File: config.mk
export PLATFORM = sky130hd
export DESIGN_NAME = xif_mem_sequencer
export DESIGN_NICKNAME = d
export VERILOG_FILES = /design/src/rtl/xif_mem_sequencer.sv
export SDC_FILE = /design/constraint.sdc
export NUM_CORES = 1
export LEC_CHECK = 0
export ABC_CLOCK_PERIOD_IN_PS = 3610
export CORE_MARGIN = 5
export CORE_UTILIZATION = 40
export CTS_BUF_LIST = sky130_fd_sc_hd__clkbuf_4
export CTS_CLUSTER_DIAMETER = 30
export DETAILED_ROUTE_END_ITERATION = 10
export PLACE_DENSITY = 0.88
export SLEW_MARGIN = 40
export SYNTH_ARGS = -nofsm -noshare
export SYNTH_HDL_FRONTEND = slang
export SYNTH_SLANG_ARGS = --single-unit
File: constraint.sdc
create_clock -name clk -period 3.61 [get_ports clk]
set_clock_uncertainty 0.15 [all_clocks]
set_input_delay 0.722 -clock clk [delete_from_list [all_inputs] [get_ports clk]]
set_output_delay 0.722 -clock clk [all_outputs]
set_load 0.03 [all_outputs]
File: src/rtl/xif_mem_sequencer.sv
// XIF memory sequencer: splits one FLEN-wide FP load/store into aligned beats, reassembles results, one done pulse.
// Latency BEATS+2 cycles best case (misaligned: 1); beats hold stable while mem_ready is low, op_ready low while busy.
module xif_mem_sequencer #(
   parameter int FLEN        = 32,
   parameter int X_MEM_WIDTH = 32,
   parameter int X_ID_WIDTH  = 4
) (
   input  logic                     clk,
   input  logic                     rst,
   input  logic                     op_valid,
   output logic                     op_ready,
   input  logic                     op_we,
   input  logic [X_ID_WIDTH-1:0]    op_id,
   input  logic [31:0]              op_addr,
   input  logic [1:0]               op_mode,
   input  logic                     op_spec,
   input  logic [FLEN-1:0]          op_wdata,
   output logic                     mem_valid,
   input  logic                     mem_ready,
   output logic [X_ID_WIDTH-1:0]    mem_id,
   output logic [31:0]              mem_addr,
   output logic [1:0]               mem_mode,
   output logic                     mem_we,
   output logic [2:0]               mem_size,
   output logic [X_MEM_WIDTH/8-1:0] mem_be,
   output logic [1:0]               mem_attr,
   output logic [X_MEM_WIDTH-1:0]   mem_wdata,
   output logic                     mem_last,
   output logic                     mem_spec,
   input  logic                     mem_result_valid,
   input  logic [X_ID_WIDTH-1:0]    mem_result_id,
   input  logic [X_MEM_WIDTH-1:0]   mem_result_rdata,
   input  logic                     mem_result_err,
   output logic                     done_valid,
   output logic [X_ID_WIDTH-1:0]    done_id,
   output logic                     done_we,
   output logic [FLEN-1:0]          done_rdata,
   output logic                     done_err,
   output logic                     done_misaligned
);
   localparam int BEATS = FLEN / X_MEM_WIDTH;
   localparam int BB    = X_MEM_WIDTH / 8;
   localparam int OFFW  = $clog2(BB);
   localparam int CW    = $clog2(BEATS + 1);
   localparam logic [2:0] SIZE = 3'(OFFW);

   typedef enum logic [1:0] {IDLE, ISSUE, DRAIN, DONE} state_t;

   state_t                r_state;
   logic [CW-1:0]         r_req_cnt;
   logic [CW-1:0]         r_rsp_cnt;
   logic [FLEN-1:0]       r_wsh;
   logic [FLEN-1:0]       r_rdata;
   logic [31:0]           r_addr;
   logic [X_ID_WIDTH-1:0] r_id;
   logic [1:0]            r_mode;
   logic                  r_we;
   logic                  r_spec;
   logic                  r_err;
   logic                  r_mis;
   logic                  r_op_rdy;
   logic                  r_mem_vld;
   logic                  r_mem_last;
   logic                  r_done_vld;

   logic                  w_res_acc;
   logic [CW-1:0]         w_rsp_nxt;
   logic                  w_req_last;

   // A result only counts against a beat that has already handshaken, so stale or foreign ids fall through.
   assign w_res_acc  = mem_result_valid && (mem_result_id == r_id) && (r_rsp_cnt < r_req_cnt) &&
                       ((r_state == ISSUE) || (r_state == DRAIN));
   assign w_rsp_nxt  = r_rsp_cnt + CW'(w_res_acc);
   assign w_req_last = (r_req_cnt == CW'(BEATS - 1));

   always_ff @(posedge clk or posedge rst) begin
      if (rst) begin
         r_state    <= IDLE;
         r_req_cnt  <= '0;
         r_rsp_cnt  <= '0;
         r_wsh      <= '0;
         r_rdata    <= '0;
         r_addr     <= '0;
         r_id       <= '0;
         r_mode     <= '0;
         r_we       <= 1'b0;
         r_spec     <= 1'b0;
         r_err      <= 1'b0;
         r_mis      <= 1'b0;
         r_op_rdy   <= 1'b1;
         r_mem_vld  <= 1'b0;
         r_mem_last <= 1'b0;
         r_done_vld <= 1'b0;
      end else begin
         r_done_vld <= 1'b0;
         if (w_res_acc) begin
            if (!r_we)
               r_rdata[r_rsp_cnt*X_MEM_WIDTH +: X_MEM_WIDTH] <= mem_result_rdata;
            r_err     <= r_err | mem_result_err;
            r_rsp_cnt <= w_rsp_nxt;
         end
         case (r_state)
            IDLE: begin
               if (op_valid) begin
                  r_id       <= op_id;
                  r_we       <= op_we;
                  r_mode     <= op_mode;
                  r_spec     <= op_spec;
                  r_addr     <= op_addr;
                  r_wsh      <= op_wdata;
                  r_err      <= 1'b0;
                  r_req_cnt  <= '0;
                  r_rsp_cnt  <= '0;
                  r_op_rdy   <= 1'b0;
                  r_mem_last <= (BEATS == 1);
                  if (op_addr[OFFW-1:0] != '0) begin
                     r_mis      <= 1'b1;
                     r_done_vld <= 1'b1;
                     r_state    <= DONE;
                  end else begin
                     r_mis     <= 1'b0;
                     r_mem_vld <= 1'b1;
                     r_state   <= ISSUE;
                  end
               end
            end
            ISSUE: begin
               if (mem_ready) begin
                  r_req_cnt  <= r_req_cnt + CW'(1);
                  r_addr     <= r_addr + 32'(BB);
                  r_wsh      <= r_wsh >> X_MEM_WIDTH;
                  r_mem_last <= (r_req_cnt == CW'(BEATS - 2));
                  // An error already seen stops further beats; the one just accepted still counts.
                  if (w_req_last || r_err) begin
                     r_mem_vld <= 1'b0;
                     r_state   <= DRAIN;
                  end
               end
            end
            DRAIN: begin
               if (w_rsp_nxt == r_req_cnt) begin
                  r_done_vld <= 1'b1;
                  r_state    <= DONE;
               end
            end
            DONE: begin
               r_op_rdy <= 1'b1;
               r_state  <= IDLE;
            end
            default: r_state <= IDLE;
         endcase
      end
   end

   assign op_ready        = r_op_rdy;
   assign mem_valid       = r_mem_vld;
   assign mem_id          = r_id;
   assign mem_addr        = r_addr;
   assign mem_mode        = r_mode;
   assign mem_we          = r_we;
   assign mem_size        = r_mem_vld ? SIZE : 3'b000;
   assign mem_be          = r_mem_vld ? '1 : '0;
   assign mem_attr        = 2'b00;
   assign mem_wdata       = r_wsh[X_MEM_WIDTH-1:0];
   assign mem_last        = r_mem_last;
   assign mem_spec        = r_spec;
   assign done_valid      = r_done_vld;
   assign done_id         = r_id;
   assign done_we         = r_we;
   assign done_rdata      = r_rdata;
   assign done_err        = r_err;
   assign done_misaligned = r_mis;
endmodule

==> flow_summary.toml, run 1 <==
[status]
status = "finished, final reports clean"

[clock_network]
clk-insertion-delay-late_ns = 0.53
postCtsHoldBufs = 0
cts_sinks = 114
numCtsBuffers = 17
path_clk_slew_ns = 0.12
cts.path.max_buffers = 2
cts_tree = "built"
clockRootBuffer = "clkbuf_4"
cts_resized = 0
htree_levels = 4
post_cts_buffers = 0

[sta]
setup_viol = 0
fin_setup_tns_ns = 0
fin_crit_sh = 0.751
hold_violations = 0
slew_violations = 0
relSlewSlack = 0.647
whs_ns = 0.326
rsz0062_at_grt = "false"
fmax_ghz = 0.369
period_needed_ns = 2.71
tightest_slew_ns = 0.528

[grt]
antenna_found_initial = 1
grt_overflow_total = 0
grt_max_degree = 55
grt_pass1_vias = 5281
grt_pass1_wl_um = 27600
grt_use_total = 0.209

[logic_synthesis]
postSynthCellCount = 570
yosys_register_bits = 114
synthTopCellsByArea = "dfrtp_1 49%, mux2_4 7.8%, nand2_1 6.4%"
ys_async_sr_fraction = 1.00
synth_most_common_cell = "dfrtp_1"
synth_cell_types = 59
synth_top_area_frac = 0.492
syn-cell-area_sq_um = 5750
synth_flop_cell = "dfrtp_1"
ys_warn_count = 0
synth-edff-count = 0
netlist.top_cell.by_area = "dfrtp_1"
synth.yosys.seq_area_share = 0.496
synth_common_cells = "113 x dfrtp_1, 98 x nand2_1, 56 x nand3_1, 41 x a21oi_1, 30 x mux2_4"
syn_avg_cell_area_sq_um = 10.1

[final_layout]
area_growth_pct = 47.1
fill_cells = 1195
fin_area_sq_um = 8460
nets = 908
drive_gt1_frac = 0.121

[place]
gp_congestion = 0.811
dpl-instance-area_sq_um = 8120
dp_hpwl_um = 13000
io_buffers = 233

[routing]
vias_per_cell = 5.23
wl_per_cell_um = 17.9
drtAntennaViolNets = 0
wl_um = 17600
vias = 5138
drc = 0
firstDrtPassIters = 5
drt_iter0_markers = 363

[power]
p_per_area_nw_per_um2 = 956
ir_drop_uv = 623
p_leak_uw = 0.00364

[floorplanning]
start_util = 0.411
core_sq_um = 14000
dieArea_sq_um = 16900
ios = 238
die_w_um = 130
rows = 43
die_h_um = 130

[min_path]
hold_path_class = "reg2reg"
min_from = "mem_wdata[10]$_DFFE_PP0P_"
hold_depth = 2
hold_end = "mem_wdata[10]$_DFFE_PP0P_"

[critical_path]
cp_num_cells = 8
crit_buf_inv = 4
critPathMaxFanout = 54
crit_arrival_ns = 3.02
r2r_end = "mem_addr[19]$_DFFE_PP0P_"
path_common_cell = "buf_4"
r2r-start = "r_state[1]$_DFFE_PP0P_"
critPathKind = "reg2reg"
startpoint_type = "flop"
path_cells = "inv_1 > ha_2 > buf_4 > o211ai_1 > buf_4 > buf_4 > a21oi_1 > a2bb2oi_1"
crit_family = "buffers and inverters"
cp_data_required_time_ns = 3.92
max_stage_delay_ns = 0.50
worst-r2r-cell-count = 8
r2r_slack_ns = 0.90
cp-end-kind = "flop"
cp_slowest_cell = "buf_4"

[flow_run]
cap_viol_max_count = 0
-- flip-flops by register name (all words and copies together), names as in the netlist --
signal,count
mem_valid,1
done_err,1
r_req_cnt,1
mem_mode,2
mem_wdata,32
mem_last,1
op_ready,1
done_misaligned,1
done_we,1
mem_spec,1
done_id,4
r_state,2
done_rdata,32
done_valid,1
r_rsp_cnt,1
mem_addr,32
-- metrics by stage --
stage	power, uW	std cells	util	setup WS, ns
2_1_floorplan	5250	573	-	1.35
3_3_place_gp	6900	949	0.581	0.790
3_5_place_dp	7040	949	0.581	0.723
4_1_cts	8160	981	0.605	0.893
5_1_grt	8610	982	0.605	0.679
6_report	8090	982	0.605	0.899
-- area by class of cell --
| class | instances | area (sq um) | area share |
|---|---|---|---|
| clock buffers | 17 | 128 | 0.0151 |
| clock inverters | 15 | 206 | 0.0244 |
| multi-input cells | 405 | 2590 | 0.307 |
| diodes | 1 | 2.50 | 0.000296 |
| flip-flops and latches | 114 | 2860 | 0.337 |
| inverters | 7 | 30.0 | 0.00355 |
| well taps | 180 | 225 | 0.0266 |
| repair buffers | 243 | 2420 | 0.286 |
-- power breakdown --
part           leakage [uW]  switching [uW]  total (uW)  internal, uW
logic               0.00205            2750        4640          1890
clock network      0.000163             541        1100           556
registers           0.00143             520        2350          1830
-- worst min-delay path: cells and delay by family, from the launching register on --
| family | cells | cell delay (ns) |
|---|---|---|
| simple gates | 2 | 0.10 |
| flops | 1 | 0.36 |
-- logic make-up after synthesis --
kind of cell / after synthesis / synth area share
compound gates: 103 / 0.111
xor+xnor: 4 / 0.00609
fa+ha+maj: 6 / 0.0131
buf+inv: 54 / 0.0553
flops: 114 / 0.496
mux: 44 / 0.105
other cells: 1 / 0.000652
simple gates: 244 / 0.212
-- worst max-delay path by stage --
stage          slack, ns                         end              startpoint
6_report            0.90    mem_addr[19]$_DFFE_PP0P_  r_state[1]$_DFFE_PP0P_
5_1_grt             0.68    mem_addr[19]$_DFFE_PP0P_  r_state[1]$_DFFE_PP0P_
4_1_cts             0.89                   mem_be[3]   mem_valid$_DFFE_PP0P_
3_5_place_dp        0.72  done_rdata[20]$_DFFE_PP0P_        mem_result_id[0]
3_3_place_gp        0.79  done_rdata[20]$_DFFE_PP0P_        mem_result_id[0]
2_1_floorplan       1.35          done_err$_DFF_PP0_                     rst
-- layer usage --
| metal | track usage | share of wire | vias to the layer above |
|---|---|---|---|
| met5 | 0 | 0 | - |
| met4 | 0.0660 | 0.015 | 0 |
| met3 | 0.0622 | 0.079 | 14 |
| met2 | 0.355 | 0.50 | 209 |
| met1 | 0.257 | 0.41 | 2473 |
| li1 | - | - | 2442 |
-- layout by cell type (no fill, tap or decap), types with 5 or more instances in the layout --
master,n
clkdlybuf4s50_1,233
dfrtp_1,112
nand2_1,98
nand3_1,56
a21oi_1,41
mux2_4,30
nor2_1,23
nor2b_1,23
o21ai_0,17
clkbuf_4,17
o22ai_1,13
mux2_2,10
nand4_1,10
buf_4,9
and3_1,8
inv_1,6
a2bb2oi_1,6
and4_1,5
clkinvlp_4,5
ha_1,5
(Power assumes the default switching activity.)
==> run 2: changes to the inputs <==
Settings changed: ABC_CLOCK_PERIOD_IN_PS 3610 to 2590, CORE_UTILIZATION 40 to 45, PLACE_DENSITY 0.88 to 0.93.
Clock period 3.61 ns to 2.59 ns, I/O delays scaled along.
==> flow_summary.toml, run 2 (synthesis results as in run 1) <==
[sta]
relSlewSlack = 0.635
setup_viol = 0
rsz0062_at_grt = "false"
period_needed_ns = 2.46
fmax_ghz = 0.406
slew_violations = 0
fin_setup_tns_ns = 0
hold_violations = 0
tightest_slew_ns = 0.545
fin_crit_sh = 0.951

[critical_path]
crit_family = "buffers and inverters"
max_stage_delay_ns = 0.76
crit_arrival_ns = 1.79
cp-end-kind = "output pin"
path_cells = "clkdlybuf4s50_1"
cp_num_cells = 1
startpoint_type = "flop"
crit_buf_inv = 1
cp_data_required_time_ns = 1.92
crit_path_end = "mem_addr[25]"
r2r_end = "mem_addr[31]$_DFFE_PP0P_"
crit_path_start = "mem_addr[25]$_DFFE_PP0P_"
cp_slowest_cell = "clkdlybuf4s50_1"
critPathMaxFanout = 8
worst-r2r-cell-count = 8
critPathKind = "reg2out"
r2r-start = "r_state[0]$_DFFE_PP0P_"
r2r_slack_ns = 0.33

[place]
dp_hpwl_um = 13000
gp_congestion = 0.834
io_buffers = 233

[floorplanning]
die_w_um = 123
ios = 238
start_util = 0.458
die_h_um = 123
dieArea_sq_um = 15100
rows = 41
core_sq_um = 12600

[final_layout]
fill_cells = 957
area_growth_pct = 49.2
final_common_cell = "clkdlybuf4s50_1"
drive_gt1_frac = 0.127
nets = 916
seq_area_sq_um = 2850
multi_input_area_sq_um = 2590
layout_common_cells = "232 x clkdlybuf4s50_1, 113 x dfrtp_1, 98 x nand2_1"
post-route-util = 0.682

[status]
status = "finished, final reports clean"

[clock_network]
path_clk_slew_ns = 0.11
numCtsBuffers = 17
clockRootBuffer = "clkbuf_4"
cts_tree = "built"
post_cts_buffers = 0
cts.path.max_buffers = 2
postCtsHoldBufs = 0
htree_levels = 4
cts_resized = 0
clk-insertion-delay-late_ns = 0.54
cts_sinks = 114

[power]
p_int_uw = 6030
p_per_area_nw_per_um2 = 1320
switching_share = 0.468
seqPwrFrac = 0.287
p_sw_uw = 5310
power_frac_comb = 0.590
ir_drop_uv = 865
p_leak_uw = 0.00371
pwr-share-clk = 0.123

[grt]
grt_overflow_total = 0
grt_pass1_vias = 5335
grt_max_degree = 68
grt_use_total = 0.236
antenna_found_initial = 1
grt_pass1_wl_um = 27500

[routing]
vias_per_cell = 5.37
vias = 5275
firstDrtPassIters = 5
drtAntennaViolNets = 0
wl_um = 17500
wl_per_cell_um = 17.8
drc = 0
drt_iter0_markers = 443

[min_path]
hold_path_class = "in2async"

[flow_run]
cap_viol_max_count = 0
-- run 2: area by class of cell --
type / count / share of cell area
multi-input combinational: 405 / 0.302
timing repair buffer: 251 / 0.301
sequential: 114 / 0.333
inverter: 7 / 0.00350
tap: 172 / 0.0251
antenna: 1 / 0.000292
clock buffer: 18 / 0.0158
clock inverter: 14 / 0.0191
-- run 2: power by group through the flow --
stage	Clock (uW)	Combinational, uW	Sequential [uW]
3_5_place_dp	0	6710	3270
4_1_cts	1440	6740	3250
5_1_grt	1520	7170	3370
6_report	1400	6690	3260
2_1_floorplan	0	2760	4560
3_3_place_gp	0	6540	3240
-- run 2: per-stage QoR --
step                area [sq um]  instances  hold WS (ns)  setup WS [ns]  power, uW
floorplan                   5770        573         0.386          0.504       7320
detailed placement          8270        949         0.305         0.0547       9980
finish                      8580        982         0.193          0.128      11300
CTS                         8570        981         0.136         0.0426      11400
global placement            8270        948         0.298         0.0855       9780
global route                8580        982         0.157        0.00605      12100
-- run 2: per-layer routing --
layer  GRT usage  part of all wire  wire (um)  up-vias
met5           0                 0          0        -
met4       0.100             0.025        444        0
met3      0.0810             0.096       1680       33
met2       0.399              0.50       8810      263
met1       0.273              0.38       6590     2515
li1            -                 -          -     2464
-- run 2: worst min-delay path by stage --
stage,start,endpoint,cells after the start
final,rst,done_rdata[20]$_DFFE_PP0P_,2
after global routing,rst,done_rdata[12]$_DFFE_PP0P_,2
after CTS,rst,done_rdata[4]$_DFFE_PP0P_,2
after detailed placement,mem_wdata[18]$_DFFE_PP0P_,mem_wdata[18]$_DFFE_PP0P_,2
after global placement,mem_wdata[30]$_DFFE_PP0P_,mem_wdata[30]$_DFFE_PP0P_,2
after floorplan,r_req_cnt$_DFFE_PP0P_,r_req_cnt$_DFFE_PP0P_,1
